File: config.mk
export PLATFORM = sky130hd
export DESIGN_NAME = vc_trigger_sequencer
export DESIGN_NICKNAME = d
export VERILOG_FILES = /design/src/rtl/vc_trigger_sequencer.sv
export SDC_FILE = /design/constraint.sdc
export NUM_CORES = 1
export LEC_CHECK = 0
export CORE_MARGIN = 2
export CORE_UTILIZATION = 35
export CTS_CLUSTER_DIAMETER = 60
export DETAILED_ROUTE_END_ITERATION = 6
export PLACE_DENSITY = 0.61
export SETUP_SLACK_MARGIN = 0.4
export SYNTH_ARGS = -nofsm -noshare
export SYNTH_HDL_FRONTEND = slang
export SYNTH_SLANG_ARGS = --single-unit
File: constraint.sdc
create_clock -name clk -period 2.6 [get_ports clk]
set_clock_uncertainty 0.05 [all_clocks]
set_input_delay 0.39 -clock clk [delete_from_list [all_inputs] [get_ports clk]]
set_output_delay 0.39 -clock clk [all_outputs]
set_load 0.01 [all_outputs]
File: src/rtl/vc_trigger_sequencer.sv
// Delay-ramp select sequencer: latches t1/t2/t3 requests, grants one burst at a time, then
// forces an all-low guard gap. Define VC_SEQ_RR_EN for round-robin grant (default: t1>t2>t3).
module vc_trigger_sequencer #(
   parameter int unsigned HOLD1   = 394,
   parameter int unsigned HOLD2   = 256,
   parameter int unsigned HOLD3   = 128,
   parameter int unsigned GAP_LEN = 4
) (
   input  logic       clk,
   input  logic       rst_n,
   input  logic       sample_en,
   input  logic [2:0] req,
   input  logic       abort,
   output logic       t1,
   output logic       t2,
   output logic       t3,
   output logic       busy,
   output logic [1:0] active_id,
   output logic       done
);

   typedef enum logic [1:0] {StIdle, StRun, StGap} state_e;

   localparam logic [12:0] Hold1M1 = 13'(HOLD1 - 1);
   localparam logic [12:0] Hold2M1 = 13'(HOLD2 - 1);
   localparam logic [12:0] Hold3M1 = 13'(HOLD3 - 1);
   localparam logic [12:0] GapM1   = 13'(GAP_LEN - 1);

   state_e      state_q, state_d;
   logic [12:0] cnt_q, cnt_d;
   logic [1:0]  chan_q, chan_d;
   logic [2:0]  pend_q, pend_d;
   logic        done_q, done_d;
   logic [2:0]  active_mask, pend_eff, grant_mask;
   logic [1:0]  grant;

   function automatic logic [12:0] hold_len(input logic [1:0] ch);
      case (ch)
         2'd1:    return Hold1M1;
         2'd2:    return Hold2M1;
         default: return Hold3M1;
      endcase
   endfunction

   // First channel of the search order a, b, c with a pending request; 0 if none.
   function automatic logic [1:0] pick(input logic [2:0] p, input logic [1:0] a,
                                       input logic [1:0] b, input logic [1:0] c);
      if (p[a - 2'd1])      return a;
      else if (p[b - 2'd1]) return b;
      else if (p[c - 2'd1]) return c;
      else                  return 2'd0;
   endfunction

   assign active_mask = {chan_q == 2'd3, chan_q == 2'd2, chan_q == 2'd1};
   // Requests arriving this cycle are visible to a grant made in the same cycle.
   assign pend_eff    = pend_q | (req & ~active_mask);
   assign grant_mask  = {grant == 2'd3, grant == 2'd2, grant == 2'd1};

`ifdef VC_SEQ_RR_EN
   logic [1:0] last_q;

   always_comb begin
      unique case (last_q)
         2'd1:    grant = pick(pend_eff, 2'd2, 2'd3, 2'd1);
         2'd2:    grant = pick(pend_eff, 2'd3, 2'd1, 2'd2);
         default: grant = pick(pend_eff, 2'd1, 2'd2, 2'd3);
      endcase
   end

   always_ff @(posedge clk or negedge rst_n) begin
      if (!rst_n) begin
         last_q <= 2'd3;
      end else if (!abort && sample_en && state_q == StIdle && grant != 2'd0) begin
         last_q <= grant;
      end
   end
`else
   assign grant = pick(pend_eff, 2'd1, 2'd2, 2'd3);
`endif

   always_comb begin
      state_d = state_q;
      cnt_d   = cnt_q;
      chan_d  = chan_q;
      pend_d  = pend_eff;
      done_d  = 1'b0;
      if (abort) begin
         state_d = StIdle;
         cnt_d   = 13'd0;
         chan_d  = 2'd0;
         pend_d  = 3'b000;
      end else if (sample_en) begin
         unique case (state_q)
            StIdle: begin
               if (grant != 2'd0) begin
                  pend_d  = pend_eff & ~grant_mask;
                  cnt_d   = hold_len(grant);
                  chan_d  = grant;
                  state_d = StRun;
               end
            end
            StRun: begin
               if (cnt_q != 13'd0) begin
                  cnt_d = cnt_q - 13'd1;
               end else begin
                  chan_d  = 2'd0;
                  done_d  = 1'b1;
                  cnt_d   = GapM1;
                  state_d = StGap;
               end
            end
            StGap: begin
               if (cnt_q == 13'd0) state_d = StIdle;
               else                cnt_d   = cnt_q - 13'd1;
            end
            default: state_d = StIdle;
         endcase
      end
   end

   always_ff @(posedge clk or negedge rst_n) begin
      if (!rst_n) begin
         state_q <= StIdle;
         cnt_q   <= 13'd0;
         chan_q  <= 2'd0;
         pend_q  <= 3'b000;
         done_q  <= 1'b0;
      end else begin
         state_q <= state_d;
         cnt_q   <= cnt_d;
         chan_q  <= chan_d;
         pend_q  <= pend_d;
         done_q  <= done_d;
      end
   end

   assign t1        = (chan_q == 2'd1);
   assign t2        = (chan_q == 2'd2);
   assign t3        = (chan_q == 2'd3);
   assign active_id = chan_q;
   assign busy      = (state_q != StIdle);
   assign done      = done_q;

endmodule

After elaboration in Yosys (flattened, before gate mapping)
Index checks and enable logic that the tools add are counted.
{"block": "classes", "addsub": 1, "bitwise_logic": 5, "n_eq_ne": 12, "reduce_logical": 11, "n_mux": 29}
{"operator": "2-to-1 mux 13 bit", "n": 5}
{"operator": "one-hot mux 13 bit (3 select lines)", "n": 1}
{"operator": "2-to-1 mux 2 bit", "n": 12}
{"operator": "one-hot mux 9 bit (2 select lines)", "n": 1}
{"operator": "zero test 13 bit", "n": 1}
{"operator": "nonzero test 13 bit", "n": 1}
{"operator": "subtractor 13 x 1 -> 13 bit, second input constant", "n": 1}
{"operator": "2-to-1 mux 3 bit", "n": 4}
{"operator": "inequality test 3 bit, second input constant", "n": 4}
{"operator": "AND reduction 4 bit", "n": 3}
{"operator": "equality test 2 bit, second input constant", "n": 5}
{"operator": "AND 3 bit", "n": 2}
{"operator": "equality test 2 x 1 -> 1 bit, second input constant", "n": 3}
{"operator": "NOT 3 bit", "n": 2}
{"operator": "one-hot mux 2 bit (3 select lines)", "n": 1}
{"operator": "nonzero test 2 bit", "n": 3}
{"operator": "2-to-1 mux 1 bit", "n": 4}
{"operator": "one-hot mux 2 bit (2 select lines)", "n": 1}
{"operator": "nonzero test 4 bit", "n": 1}
{"operator": "bitwise OR 3 bit", "n": 1}
{"operator": "nonzero test 3 bit", "n": 1}
{"operator": "zero test 2 bit", "n": 1}
{"block": "word_totals", "in_bits": 7, "word_cells": 63, "ff_bits": 21, "output_inout_bits": 7}

Logic depth before layout (Yosys ltp)
{"block": "depth", "ltp_word": 14, "depth_mapped": 11, "ltp_nobuf": 10}

Worst setup path after synthesis
Ideal clock, no wire load.
{"block": "synth_timing", "path_type": "register to register", "start": "reg chan_q[0] (netlist: active_id[0])", "end": "reg cnt_q[11]", "t_arrival_ps": 2512, "stages_incl_launch_ff": 12, "n_path_buf": 1, "required_ps": 2463, "setup_ps": 87, "path_slack_ps": -48, "synth_period_minus_slack_ps": 2648, "path_cell_list": "dfrtp_1 -> nand2b_1 -> a21o_1 -> o21ai_0 -> inv_1 -> ha_1 -> a21bo_2 -> nor3_1 -> and4_1 -> clkbuf_1 -> o311ai_0 -> o211ai_1"}
{"block": "synth_via", "elab_chain_len": 10, "word_cells_on_any_way": 12, "classes_between": "eq/ne (4); mux (3); bitwise (3); reduce/logical (2)"}
{"element": "start: declaration", "line": "31", "rtl": "logic [1:0] chan_q, chan_d;"}
{"element": "start signal: assignment", "line": "131", "rtl": "chan_q <= chan_d;"}
{"element": "equality test 2 bit", "line": "54", "rtl": "assign active_mask = {chan_q == 2'd3, chan_q == 2'd2, chan_q == 2'd1};"}
{"element": "NOT 3 bit *", "line": "56", "rtl": "assign pend_eff = pend_q | (req & ~active_mask);"}
{"element": "AND 3 bit *", "line": "56"}
{"element": "bitwise OR 3 bit *", "line": "56"}
{"element": "2-to-1 mux 2 bit", "line": "50", "rtl": "else if (p[c - 2'd1]) return c;"}
{"element": "2-to-1 mux 2 bit", "line": "49", "rtl": "else if (p[b - 2'd1]) return b;"}
{"element": "2-to-1 mux 2 bit *", "line": "48", "rtl": "if (p[a - 2'd1]) return a;"}
{"element": "nonzero test 2 bit *", "line": "95", "rtl": "if (grant != 2'd0) begin"}
{"element": "inequality test 3 bit (no line) *"}
{"element": "AND reduction 4 bit (no line) *"}
{"element": "end signal: assignment", "line": "130", "rtl": "cnt_q <= cnt_d;"}
{"element": "end: declaration", "line": "30", "rtl": "logic [12:0] cnt_q, cnt_d;"}
Mark *: on every way between the ends. The rest lies on a longest branch, timed or not.
A chain may end at the register's enable or synchronous reset.

Worst setup path in the final report
{"block": "layout_timing", "start": "reg chan_q[1] (netlist: active_id[1])", "end": "reg cnt_q[2]"}
{"block": "layout_via", "elab_chain_len": 13, "word_cells_on_any_way": 19, "classes_between": "eq/ne (6); mux (8); bitwise (3); reduce/logical (2)"}
{"element": "equality test 2 bit", "line": "54"}
{"element": "NOT 3 bit *", "line": "56"}
{"element": "AND 3 bit *", "line": "56"}
{"element": "bitwise OR 3 bit *", "line": "56"}
{"element": "2-to-1 mux 2 bit", "line": "50"}
{"element": "2-to-1 mux 2 bit", "line": "49"}
{"element": "2-to-1 mux 2 bit *", "line": "48"}
{"element": "equality test 2 bit / equality test 2 x 1 -> 1 bit (equally long branches)", "line": "38", "rtl": "case (ch)"}
{"element": "one-hot mux 9 bit (2 select lines)", "line": "38"}
{"element": "2-to-1 mux 13 bit", "line": "95"}
{"element": "one-hot mux 13 bit (3 select lines)", "line": "93", "rtl": "unique case (state_q)"}
{"element": "2-to-1 mux 13 bit", "line": "92", "rtl": "end else if (sample_en) begin"}
{"element": "2-to-1 mux 13 bit", "line": "87", "rtl": "if (abort) begin"}
Mark *: on every way between the ends. The rest lies on a longest branch, timed or not. The select of a mux whose other input is x is not followed.

==> summary.log <==
INFO  sta            final_critical_path_setup_slack=161ps
INFO  yosys          synth_ff_type=sky130_fd_sc_hd__dfrtp_1
INFO  final_layout   post_route_cells_drive_above_1_share=32.5%
INFO  yosys          post-synth-top-area-fraction=36.5%
INFO  final_layout   fillers=367
INFO  global_route   globalRouteTotalUtil=20.6%
INFO  pwr            internal-power=1.50mW
INFO  pwr            share_clk_of_total_power=8.0%
INFO  yosys          yosys.area.top_type=sky130_fd_sc_hd__dfrtp_1
INFO  detailed_routing number_of_nets_with_antenna_violations_after_detailed_routing=0
INFO  cts            cts_buffers=3
INFO  pwr            power_switching_share=48.2%
INFO  global_route   antenna_found_initial=0
INFO  yosys          syn-instance-count=167
INFO  sta            post-route-min-period=2440ps
INFO  setup_path     critical_path_peak_fanout=6
INFO  sta            grt_setup_unrepaired=true
INFO  yosys          yosys_warnings=0
INFO  floorplanning  coreArea=3970µm²
INFO  setup_path     worstSetupStartpointType=flip-flop
INFO  cts            cts.hold.buffers_added=0
INFO  global_route   largest_net_degree_at_the_start_of_global_routing=22
INFO  yosys          syn_nets=182
INFO  final_layout   synthToLayoutAreaGrowth=45.6%
INFO  sta            maxSlewViolCount=0
INFO  detailed_routing drt_pass1_iterations=4
INFO  run_status     status=complete, no violations
INFO  flow_run       cap_violations=0
INFO  cts            worstSkewPairLatency=270ps
INFO  floorplanning  total_die_area=4650µm²
INFO  cts            tritoncts_clock_tree=yes
INFO  place          detailed_place_hpwl=2860µm
INFO  final_layout   multi_input_comb_area=1020µm²
INFO  floorplanning  top_level_ports=14
INFO  global_route   grt_pass1_wl=7090µm
INFO  cts            h-tree-depth=1
INFO  pwr            fraction_of_power_consumed_by_sequential_logic=20.9%
INFO  floorplanning  std_cell_rows=23
INFO  sta            worst-slew-pin-transition=653ps
INFO  setup_path     setup.worst_path.end_class=flip-flop
INFO  pwr            switching_power=1.39mW
INFO  detailed_routing wl=4300µm
INFO  final_layout   final_cell_utilization_of_the_core=52.8%
INFO  yosys          post_synth.cell_area_avg=8.63µm²
INFO  setup_path     critPathKind=flip-flop to flip-flop
INFO  global_route   gr-total-overflow=0
INFO  yosys          synthTopCellsByArea=sky130_fd_sc_hd__dfrtp_1 36%, sky130_fd_sc_hd__ha_1 6.9%, sky130_fd_sc_hd__nor2_1 4.4%, sky130_fd_sc_hd__a21oi_1 4.2%, sky130_fd_sc_hd__inv_1 3.9%
INFO  cts            clk_root_buffer_cell=sky130_fd_sc_hd__clkbuf_8
INFO  floorplanning  die_w=68.2µm
INFO  sta            timing.final.setup_violations=0
INFO  setup_path     timing.critical_path.arrival=2600ps
INFO  detailed_routing wire_per_inst=16.4µm
INFO  place          dpl_worst_slack=-115ps
INFO  final_layout   antenna_cells=0
INFO  detailed_routing number_of_design_rule_violations_left_by_the_first_detailed_router_iteration=151
INFO  sta            slew-limit-headroom=56.4%
INFO  cts            numClockSinks=21
INFO  cts            clock_pin_slew_reported_for_the_worst_setup_and_hold_paths_after_clock_tree_synthesis=80ps
INFO  cts            maximum_root_to_sink_buffer_count=2
INFO  pwr            comb_power_share=71.1%
INFO  pwr            power-per-cell-area=1380nW/µm²
INFO  floorplanning  die-height=68.2µm
INFO  yosys          synth_area=1440µm²
INFO  yosys          synth_async_sr_flop_share=100%
INFO  sta            timing.final.hold_violations=0
INFO  detailed_routing viasPerCell=5.66
INFO  floorplanning  effective_utilization_at_floorplan=36.3%
INFO  sta            fmax=410MHz
INFO  place          port-buffer-count=13
INFO  pwr            total_leakage_power=0.953nW
INFO  final_layout   nets=228
INFO  sta            period_share=93.8%
INFO  yosys          ys_seq_area_share=36.5%
INFO  pwr            ir_worst_vdd=511µV
INFO  setup_path     worst_ep_required_time=2760ps
INFO  detailed_routing route.vias.total=1484
INFO  global_route   first_global_vias=1502
INFO  yosys          yosys.cell_types.count=46
INFO  yosys          synth_enable_flop_cells=0
INFO  hold_path      hp-class=primary input to asynchronous set/reset pin
INFO  detailed_routing drc=0
INFO  final_layout   final-seq-area=528µm²
INFO  yosys          synth_seq_cells=21
INFO  place          routabilityCongestion=0.870
[stage by stage]
stage	power, mW	instance area, µm²	setup TNS (ps)	cells	hold slack (ps)
after floorplan	1.66	1530	0	167	44.4
after global placement	2.22	1810	-25.8	242	476
after detailed placement	2.23	1810	-392	242	464
after CTS	2.66	1970	0	256	431
after global routing	3.12	2100	0	262	437
final	2.89	2100	0	262	418
[final timing paths]
kind / startpoint / to / slack [ps] / cells past startpoint
min in group clk: cnt_q[9] / cnt_q[9] / 490 / 1
max reg2reg: active_id[1] / cnt_q[2] / 160 / 10
min: rst_n / cnt_q[5] / 420 / 2
min reg2reg: cnt_q[9] / cnt_q[9] / 490 / 1
max in group asynchronous: rst_n / active_id[0] / 1840 / 2
max: active_id[1] / cnt_q[2] / 160 / 10
[Yosys cell counts (all sizes together), types with 2 or more instances]
cell type / number
a31oi: 4
inv: 15
or4: 2
a22o: 4
and2: 2
o21ai: 9
nor3b: 3
nor2: 17
o22ai: 3
ha: 8
nor3: 4
nor4: 4
mux2i: 2
clkbuf: 5
a21oi: 12
a21o: 4
dfrtp: 21
a32oi: 2
nand2: 11
o2bb2ai: 3
nand4: 3
o41ai: 4
nand2b: 5
a211oi: 2
[cells in the final DEF (no fill, tap or decap), types with 2 or more instances in the layout]
| cell | synthesis | final |
|---|---|---|
| sky130_fd_sc_hd__buf_4 | 0 | 29 |
| sky130_fd_sc_hd__dfrtp_1 | 21 | 19 |
| sky130_fd_sc_hd__nor2_1 | 17 | 16 |
| sky130_fd_sc_hd__inv_1 | 15 | 13 |
| sky130_fd_sc_hd__clkdlybuf4s50_1 | 0 | 13 |
| sky130_fd_sc_hd__nand2_1 | 11 | 10 |
| sky130_fd_sc_hd__a21oi_1 | 12 | 9 |
| sky130_fd_sc_hd__ha_1 | 8 | 6 |
| sky130_fd_sc_hd__a21o_1 | 4 | 4 |
| sky130_fd_sc_hd__o21ai_0 | 7 | 4 |
| sky130_fd_sc_hd__nor3b_1 | 3 | 3 |
| sky130_fd_sc_hd__nor3_1 | 4 | 3 |
| sky130_fd_sc_hd__nand4_1 | 3 | 3 |
| sky130_fd_sc_hd__nor4_1 | 3 | 3 |
| sky130_fd_sc_hd__a22o_1 | 3 | 3 |
| sky130_fd_sc_hd__nand2b_1 | 5 | 3 |
| sky130_fd_sc_hd__o22ai_1 | 3 | 3 |
| sky130_fd_sc_hd__o2bb2ai_1 | 3 | 3 |
| sky130_fd_sc_hd__clkbuf_8 | 0 | 3 |
| sky130_fd_sc_hd__buf_6 | 0 | 3 |
| sky130_fd_sc_hd__inv_2 | 0 | 2 |
| sky130_fd_sc_hd__nand2b_4 | 0 | 2 |
| sky130_fd_sc_hd__a21oi_2 | 0 | 2 |
| sky130_fd_sc_hd__o21ai_2 | 1 | 2 |
| sky130_fd_sc_hd__a211oi_1 | 2 | 2 |
| sky130_fd_sc_hd__mux2i_1 | 2 | 2 |
| sky130_fd_sc_hd__and4_4 | 0 | 2 |
| sky130_fd_sc_hd__a31oi_1 | 4 | 2 |
| sky130_fd_sc_hd__a32oi_1 | 2 | 2 |
| sky130_fd_sc_hd__o21ai_1 | 1 | 2 |
| sky130_fd_sc_hd__o41ai_1 | 4 | 2 |
| sky130_fd_sc_hd__dfrtp_2 | 0 | 2 |
[sequential cells by signal, indices dropped and copies added, names as in the netlist]
| signal | flops |
|---|---|
| pend_q | 3 |
| active_id | 2 |
| cnt_q | 13 |
| done | 1 |
| state_q | 2 |
[layout make-up]
cell class              count  area share (%)
clock buffers               3            1.97
well taps                  50            2.98
clock inverters             1           0.239
repair buffers             45            18.2
flip-flops and latches     21            25.2
inverters                  15            2.68
multi-input cells         127            48.8
[logic make-up (layout without fill, tap and decap cells)]
family / count (synthesis) / in the layout / synth area share [%]
and+or+nand+nor: 59 / 60 / 22.3
buffers and inverters: 20 / 64 / 5.21
AOI/OAI and AO/OA: 56 / 56 / 27.1
DFF: 21 / 21 / 36.5
adders and majority gates: 8 / 8 / 6.94
muxes: 2 / 2 / 1.39
xor gates and xnor gates: 1 / 1 / 0.608
[power by group through the flow]
stage          registers, mW  logic [mW]  clock network [mW]
5_1_grt                0.625        2.24               0.250
4_1_cts                0.602        1.83               0.230
3_3_place_gp           0.610        1.61                   0
2_1_floorplan          0.582        1.07                   0
3_5_place_dp           0.614        1.62                   0
6_report               0.604        2.05               0.230
[per-layer routing]
metal | up-vias | GRT usage (%) | wire length [µm] | part of all wire, %
li1 | 714 | - | - | -
met1 | 720 | 25.3 | 1890 | 44
met2 | 43 | 35.6 | 2190 | 51
met3 | 7 | 3.29 | 160 | 3.7
met4 | 0 | 8.50 | 66 | 1.5
met5 | - | 0 | 0 | 0
[what timing repair did]
action / in CTS / in global routing
gates resized for setup: 13 / 14
gates cloned: 1 / 0
setup endpoints to repair: 16 / 17
setup buffers: 9 / 6
pin swaps: 8 / 15
[critical path: stages (launching register included)]
cell and delay [ps]:
sky130_fd_sc_hd__dfrtp_2 460, sky130_fd_sc_hd__nand2b_4 160, sky130_fd_sc_hd__a21o_1 190, sky130_fd_sc_hd__a21oi_2 130
sky130_fd_sc_hd__inv_1 60, sky130_fd_sc_hd__ha_2 180, sky130_fd_sc_hd__a21bo_4 230, sky130_fd_sc_hd__nor3_4 210
sky130_fd_sc_hd__o21ai_4 120, sky130_fd_sc_hd__o41ai_2 370, sky130_fd_sc_hd__a22o_1 210
No activity file was read; power rests on OpenSTA's default activity.
